`src/rtl/multicycle_ctrl.sv`:
```
// Multi-cycle control FSM for the MIPS-subset core: sequences the shared datapath
// one instruction at a time, stalling on the memory req/ready handshake.
module multicycle_ctrl (
    input  logic       clk,
    input  logic       rst_n,
    input  logic [5:0] op,
    input  logic [5:0] funct,
    input  logic       zero,
    input  logic       mem_ready,
    output logic       mem_req,
    output logic       mem_we,
    output logic       iord,
    output logic       ir_we,
    output logic       pc_we,
    output logic [1:0] pc_src,
    output logic       reg_we,
    output logic       reg_dst,
    output logic       mem_to_reg,
    output logic       alu_src_a,
    output logic [1:0] alu_src_b,
    output logic [2:0] alu_ctrl,
    output logic [1:0] ext_type,
    output logic       illegal,
    output logic [3:0] state
);

    localparam int unsigned STATE_W = 4;

    typedef enum logic [STATE_W-1:0] {
        S_RESET    = 4'd0,
        S_FETCH    = 4'd1,
        S_DECODE   = 4'd2,
        S_EXEC_R   = 4'd3,
        S_EXEC_I   = 4'd4,
        S_MEM_ADDR = 4'd5,
        S_MEM_RD   = 4'd6,
        S_MEM_WB   = 4'd7,
        S_MEM_WR   = 4'd8,
        S_BRANCH   = 4'd9,
        S_JUMP     = 4'd10,
        S_WB_R     = 4'd11,
        S_WB_I     = 4'd12
    } state_t;

    localparam logic [5:0] OP_RTYPE = 6'b000000;
    localparam logic [5:0] OP_J     = 6'b000010;
    localparam logic [5:0] OP_BEQ   = 6'b000100;
    localparam logic [5:0] OP_BNE   = 6'b000101;
    localparam logic [5:0] OP_ADDI  = 6'b001000;
    localparam logic [5:0] OP_ADDIU = 6'b001001;
    localparam logic [5:0] OP_SLTI  = 6'b001010;
    localparam logic [5:0] OP_ANDI  = 6'b001100;
    localparam logic [5:0] OP_ORI   = 6'b001101;
    localparam logic [5:0] OP_XORI  = 6'b001110;
    localparam logic [5:0] OP_LUI   = 6'b001111;
    localparam logic [5:0] OP_LW    = 6'b100011;
    localparam logic [5:0] OP_SW    = 6'b101011;

    localparam logic [2:0] ALU_AND = 3'b000;
    localparam logic [2:0] ALU_OR  = 3'b001;
    localparam logic [2:0] ALU_ADD = 3'b010;
    localparam logic [2:0] ALU_XOR = 3'b011;
    localparam logic [2:0] ALU_LUI = 3'b100;
    localparam logic [2:0] ALU_SUB = 3'b110;
    localparam logic [2:0] ALU_SLT = 3'b111;

    state_t cur_state, nxt_state;

    // State register; async reset drops any outstanding memory request at once
    always_ff @(posedge clk or negedge rst_n) begin
        if (!rst_n) cur_state <= S_RESET;
        else        cur_state <= nxt_state;
    end

    assign state = STATE_W'(cur_state);

    // Next-state and Moore decode (FETCH ir_we/pc_we also follow mem_ready)
    always_comb begin
        nxt_state  = cur_state;
        mem_req    = 1'b0;
        mem_we     = 1'b0;
        iord       = 1'b0;
        ir_we      = 1'b0;
        pc_we      = 1'b0;
        pc_src     = 2'b00;
        reg_we     = 1'b0;
        reg_dst    = 1'b0;
        mem_to_reg = 1'b0;
        alu_src_a  = 1'b0;
        alu_src_b  = 2'b00;
        alu_ctrl   = ALU_AND;
        ext_type   = 2'b00;
        illegal    = 1'b0;

        unique case (cur_state)
            S_RESET: nxt_state = S_FETCH;
            S_FETCH: begin
                mem_req   = 1'b1;
                alu_src_b = 2'b01;
                alu_ctrl  = ALU_ADD;
                if (mem_ready) begin
                    ir_we     = 1'b1;
                    pc_we     = 1'b1;
                    nxt_state = S_DECODE;
                end
            end
            S_DECODE: begin
                alu_src_b = 2'b11;
                alu_ctrl  = ALU_ADD;
                case (op)
                    OP_RTYPE:       nxt_state = S_EXEC_R;
                    OP_LW, OP_SW:   nxt_state = S_MEM_ADDR;
                    OP_BEQ, OP_BNE: nxt_state = S_BRANCH;
                    OP_J:           nxt_state = S_JUMP;
                    OP_ADDI, OP_ADDIU, OP_SLTI, OP_ANDI,
                    OP_ORI, OP_XORI, OP_LUI: nxt_state = S_EXEC_I;
                    default: begin
                        illegal   = 1'b1;
                        nxt_state = S_FETCH;
                    end
                endcase
            end
            S_EXEC_R: begin
                alu_src_a = 1'b1;
                nxt_state = S_WB_R;
                case (funct)
                    6'b100000, 6'b100001: alu_ctrl = ALU_ADD;
                    6'b100010, 6'b100011: alu_ctrl = ALU_SUB;
                    6'b100100:            alu_ctrl = ALU_AND;
                    6'b100101:            alu_ctrl = ALU_OR;
                    6'b100110:            alu_ctrl = ALU_XOR;
                    6'b101010:            alu_ctrl = ALU_SLT;
                    default: begin
                        illegal   = 1'b1;
                        nxt_state = S_FETCH;
                    end
                endcase
            end
            S_WB_R: begin
                reg_we    = 1'b1;
                reg_dst   = 1'b1;
                nxt_state = S_FETCH;
            end
            S_EXEC_I: begin
                alu_src_a = 1'b1;
                alu_src_b = 2'b10;
                nxt_state = S_WB_I;
                case (op)
                    OP_SLTI: alu_ctrl = ALU_SLT;
                    OP_ANDI: alu_ctrl = ALU_AND;
                    OP_ORI:  alu_ctrl = ALU_OR;
                    OP_XORI: alu_ctrl = ALU_XOR;
                    OP_LUI:  alu_ctrl = ALU_LUI;
                    default: alu_ctrl = ALU_ADD;
                endcase
            end
            S_WB_I: begin
                reg_we    = 1'b1;
                nxt_state = S_FETCH;
            end
            S_MEM_ADDR: begin
                alu_src_a = 1'b1;
                alu_src_b = 2'b10;
                alu_ctrl  = ALU_ADD;
                nxt_state = (op == OP_LW) ? S_MEM_RD : S_MEM_WR;
            end
            S_MEM_RD: begin
                mem_req = 1'b1;
                iord    = 1'b1;
                if (mem_ready) nxt_state = S_MEM_WB;
            end
            S_MEM_WB: begin
                reg_we     = 1'b1;
                mem_to_reg = 1'b1;
                nxt_state  = S_FETCH;
            end
            S_MEM_WR: begin
                mem_req = 1'b1;
                mem_we  = 1'b1;
                iord    = 1'b1;
                if (mem_ready) nxt_state = S_FETCH;
            end
            S_BRANCH: begin
                alu_src_a = 1'b1;
                alu_ctrl  = ALU_SUB;
                pc_src    = 2'b01;
                pc_we     = (op == OP_BEQ) ? zero : ~zero;
                nxt_state = S_FETCH;
            end
            S_JUMP: begin
                pc_we     = 1'b1;
                pc_src    = 2'b10;
                nxt_state = S_FETCH;
            end
            default: nxt_state = S_FETCH;
        endcase

        // Logical immediates zero-extend once the IR holds the instruction
        if (cur_state != S_RESET && cur_state != S_FETCH &&
            (op == OP_ANDI || op == OP_ORI || op == OP_XORI || op == OP_LUI))
            ext_type = 2'b11;
    end

endmodule

```
`config.mk`:
```
export PLATFORM = sky130hd
export DESIGN_NAME = multicycle_ctrl
export DESIGN_NICKNAME = d
export VERILOG_FILES = /design/src/rtl/multicycle_ctrl.sv
export SDC_FILE = /design/constraint.sdc
export NUM_CORES = 1
export LEC_CHECK = 0
export CORE_UTILIZATION = 43
export DETAILED_ROUTE_END_ITERATION = 8
export PLACE_DENSITY_LB_ADDON = 0.3
export SYNTH_ARGS = -nofsm -noshare
export SYNTH_HDL_FRONTEND = slang
export SYNTH_SLANG_ARGS = --single-unit
```
`constraint.sdc`:
```
create_clock -name clk -period 3.5 [get_ports clk]
set_clock_uncertainty 0.1 [all_clocks]
set_input_delay 0.525 -clock clk [delete_from_list [all_inputs] [get_ports clk]]
set_output_delay 0.525 -clock clk [all_outputs]
set_load 0.005 [all_outputs]
```
# After elaboration in Yosys (flattened, before gate mapping)
# Cells that the tools add are included.
totals:
  reg_bits: 4
  latchBits: 0
  ram_bits: 0
  romBits: 0
  wordCells: 86
  in_bits: 16
  out_inout_bits: 23
  memories: 0
op_classes:
  reduce_logical: 21
  order_cmp: 0
  mux: 27
  n_bitwise: 1
  n_div: 0
  eq_ne: 36
  multipliers: 0
  shifts: 0
  n_addsub: 0
ops:
  columns: ["op", "n"]
  rows:
  - ["$eq 6x6->1 const B", 10]
  - ["$eq 6x4->1 const B", 7]
  - ["$pmux 3 s5", 2]
  - ["$pmux 4 s7", 1]
  - ["$eq 4x4->1 const B", 5]
  - ["$mux 4", 5]
  - ["$pmux 4 s5", 1]
  - ["$eq 4x3->1 const B", 4]
  - ["$reduce_or 13->1", 1]
  - ["$eq 6x3->1 const B", 2]
  - ["$mux 1", 12]
  - ["$pmux 3 s4", 1]
  - ["$reduce_or 2->1", 6]
  - ["$reduce_or 3->1", 3]
  - ["$eq 4x2->1 const B", 2]
  - ["$reduce_or 8->1", 1]
  - ["$reduce_or 7->1", 1]
  - ["$eq 6x2->1 const B", 1]
  - ["$logic_not 6->1", 1]
  - ["$ne 2x2->1 const B", 3]
  - ["$pmux 2 s3", 1]
  - ["$eq 4x1->1 const B", 1]
  - ["$ne 4x1->1 const B", 1]
  - ["$pmux 2 s2", 1]
  - ["9 further kinds", 12]

# Logic depth before layout (Yosys ltp)
logic_depth:
  word_depth: 6
  mapped_depth: 5
  ltp_nobuf: 4

# Worst setup path before layout
# OpenSTA, ideal clock, no wires.
synth_timing:
  path_kind: "input to output"
  startpoint: "in op[2]"
  endpoint: "out pc_we"
  path_slack_ns: 1.401
  t_arrival_ns: 1.474
  path_stages: 5
  required_time_ns: 2.875
  cell_sequence: "buf_2 -> or3b_1 -> or3_1 -> nand4_1 -> a21oi_1"
synth_via:
  elab_chain_cells: 3
synth_lines:
  columns: ["element", "line", "text"]
  rows:
  - ["start: declaration", "6", "input logic [5:0] op,"]
  - ["$eq 6x3->1", "187", "pc_we = (op == OP_BEQ) ? zero : ~zero;"]
  - ["$mux 1", "187", null]
  - ["$pmux 1 s3", "95", "unique case (cur_state)"]
  - ["end: declaration", "14", "output logic pc_we,"]
# Every way passes these cells.

# Final worst setup path
layout_timing:
  startpoint: "in op[3]"
  endpoint: "out pc_we"
# Same word-level chain as after synthesis.

==> results.cfg <==
[timing]
tightestPinTransition_ns = 0.6424
timing_max_transition_violations_final = 0
setup_viol = 0
min_tclk_post_route_ns = 3.122
slew_headroom_pct = 57.17
final-hold-violation-count = 0
setup_total_negative_slack_ns = 0
clock.fmax_mhz = 320.3
final_min_period_over_clock_period_pct = 89.20
unrepaired_setup_endpoints_after_global_routing = no
setup_slack_after_layout_ns = 0.3780

[place]
dp_hpwl_mm = 1.781
dp_worst_setup_slack_ns = 0.3974
port-buffer-count = 38
routability_congestion_estimate_from_global_placement = 0.9049

[clocking]
clock_root_cell = sky130_fd_sc_hd__clkbuf_4
cts-htree-levels = 1
ctsResizeCount = 0
cts-buffers-inserted = 3
clk_pin_slew_ns = 0.04
clockBufferDepth = 2
clock_tree_from_tritoncts = yes
insertion_delay_ns = 0.25
cts.hold.buffers_added = 0
post-cts-setup-buffers = 0
numClockSinks = 4

[route]
routedWlPerCell_um = 13.38
antenna_violating_nets_post_route = 0
vias_per_cell = 5.874
drt-pass1-iter-count = 4
via_count = 1028
dr_iter_0_viols = 25
route.detailed.drc = 0
route.final.wire_length_mm = 2.342

[cells_and_area]
diodes = 0
filler_cell_count = 166
final_core_util_pct = 68.48
largest_reg_flops = 4
synthesis_to_layout_area_growth_pct = 49.29
nets = 168
final_layout_size_suffix_gt1_share_pct = 6.667

[yosys]
yosys.area.top_type_share_pct = 12.64
syn_area_sq_um = 792.0
netlist_top_cells_area = sky130_fd_sc_hd__dfrtp_1 (13%), sky130_fd_sc_hd__nor2_1 (11%), sky130_fd_sc_hd__nand2b_1 (7.1%)
netlist.top_cell.by_area = sky130_fd_sc_hd__dfrtp_1
syn-mean-instance-area_sq_um = 6.712
synthesized_nets = 134
synth_async_sr_flop_share_pct = 100.0
post_synth_inst_count = 118
ys_types = 49
synth-edff-count = 0
synth_seq_cells = 4
synthFlopType = sky130_fd_sc_hd__dfrtp_1
synth_seq_area_share_pct = 12.64
synth.yosys.warnings = 0

[critical_path]
setup.worst_path.start_class = primary input
worst-endpoint-arrival_ns = 2.50
timing.critical_path.required_ns = 2.87
timing.critical_path.to_type = output port
critPathMaxFanout = 7
timing.setup.critical_path_class = in -> out

[floorplan]
initial_utilization_pct = 45.87
io_pins = 39
die_area_sq_um = 2017
die_ht_um = 44.92
core.rowCount = 15
core_area_sq_um = 1727
die_width_um = 44.92

[run]
maxCapViolCount = 0

[global_routing]
grt_pass1_vias = 916
grt_max_degree = 22
grt_pass1_wl_mm = 3.843
residual_overflow_from_global_routing = 0
track_usage_pct = 25.96
grt_antenna_before_repair = 0

[status]
status = finished clean

[worst_hold_path]
hp-class = in -> async

[pwr]
irDropWorstVdd_mv = 0.3499
p_leak_nw = 0.4239
p_total_uw = 519.4
pwr_per_cell_area_nw_per_um2 = 439.3
-- Yosys cell counts (all sizes together), types with 2 or more instances --
cell type  instances
a31oi              2
a21oi              8
or3                4
o21ai              7
a22oi              2
xnor2              2
dfrtp              4
nor2b              5
nand2b            10
a2111oi            2
o22ai              3
nor2              23
buf                4
a21o               3
nand3b             2
nand2              2
nor3               3
nand4              2
clkbuf             6
inv                3
-- critical path: stages --
cell and delay [ns]:
sky130_fd_sc_hd__clkdlybuf4s50_1 0.52, sky130_fd_sc_hd__or3_1 0.47, sky130_fd_sc_hd__or3_1 0.36, sky130_fd_sc_hd__nand4_1 0.09
sky130_fd_sc_hd__a21oi_1 0.07, sky130_fd_sc_hd__clkdlybuf4s50_1 0.46
-- power by group --
part	leakage, nW	internal [mW]	switching, mW	total [mW]
clock network	0.0138	0.0385	0.0217	0.0602
registers	0.0511	0.0568	0.0511	0.108
logic	0.359	0.201	0.150	0.351
total	0.424	0.297	0.223	0.519
-- cells by family (layout without fill, tap and decap cells) --
| group | after synthesis | count (layout) | share of synthesized area (%) |
|---|---|---|---|
| adder cells (fa/ha/maj) | 1 | 1 | 1.264 |
| buffers and inverters | 13 | 45 | 7.899 |
| flip-flops | 4 | 4 | 12.64 |
| XOR/XNOR | 2 | 2 | 2.212 |
| AND/OR/NAND/NOR | 58 | 58 | 40.60 |
| multiplexers | 2 | 2 | 2.686 |
| AO/OA/AOI/OAI | 38 | 38 | 32.70 |
-- metrics by stage --
step	cell area [sq um]	hold WS (ns)	std cells
after floorplan	792.0	0.1294	118
after global routing	1182	0.3764	175
after global placement	1160	0.6059	172
after CTS	1182	0.3730	175
after detailed placement	1160	0.6055	172
final	1182	0.3715	175
-- area by class of cell --
class / count / area (sq um) / area share [%]
repair buffers: 39 / 387.9 / 32.80
well taps: 25 / 31.28 / 2.646
multi-input cells: 101 / 629.4 / 53.23
clock buffers: 3 / 22.52 / 1.905
flip-flops and latches: 4 / 100.1 / 8.466
inverters: 3 / 11.26 / 0.9524
-- layout by cell type, fill, tap and decap left out, drive strengths merged, types with 2 or more instances in the layout --
cell type       n
nand4           2
nor2           23
a31oi           2
o21ai           7
nand2b         10
xnor2           2
a2111oi         2
or3             4
dfrtp           4
nand3b          2
a22oi           2
inv             3
o22ai           3
nor3            3
nor2b           5
clkbuf          3
nand2           2
a21o            3
clkdlybuf4s50  38
a21oi           8
-- per-layer routing --
metal | global-route usage (%) | vias to the layer above | part of all wire, %
li1 | - | 494 | -
met1 | 31.13 | 475 | 43
met2 | 45.29 | 55 | 50
met3 | 3.600 | 4 | 6.2
met4 | 12.73 | 0 | 1.5
met5 | 0 | - | 0
-- path summary, 6_finish.rpt --
check                                startpoint                   end  slack [ns]  cells after the start
setup / recovery                          op[3]                 pc_we        0.38                      6
hold / removal                            rst_n  state[3]$_DFFE_PN0P_        0.37                      1
setup reg to reg           state[2]$_DFFE_PN0P_  state[1]$_DFFE_PN0P_        1.62                      4
hold reg to reg            state[3]$_DFFE_PN0P_  state[0]$_DFFE_PN0P_        0.63                      2
max in group asynchronous                 rst_n  state[1]$_DFFE_PN0P_        2.76                      1
min in group clk           state[3]$_DFFE_PN0P_  state[0]$_DFFE_PN0P_        0.63                      2
Power figures use the tool's default switching activity.
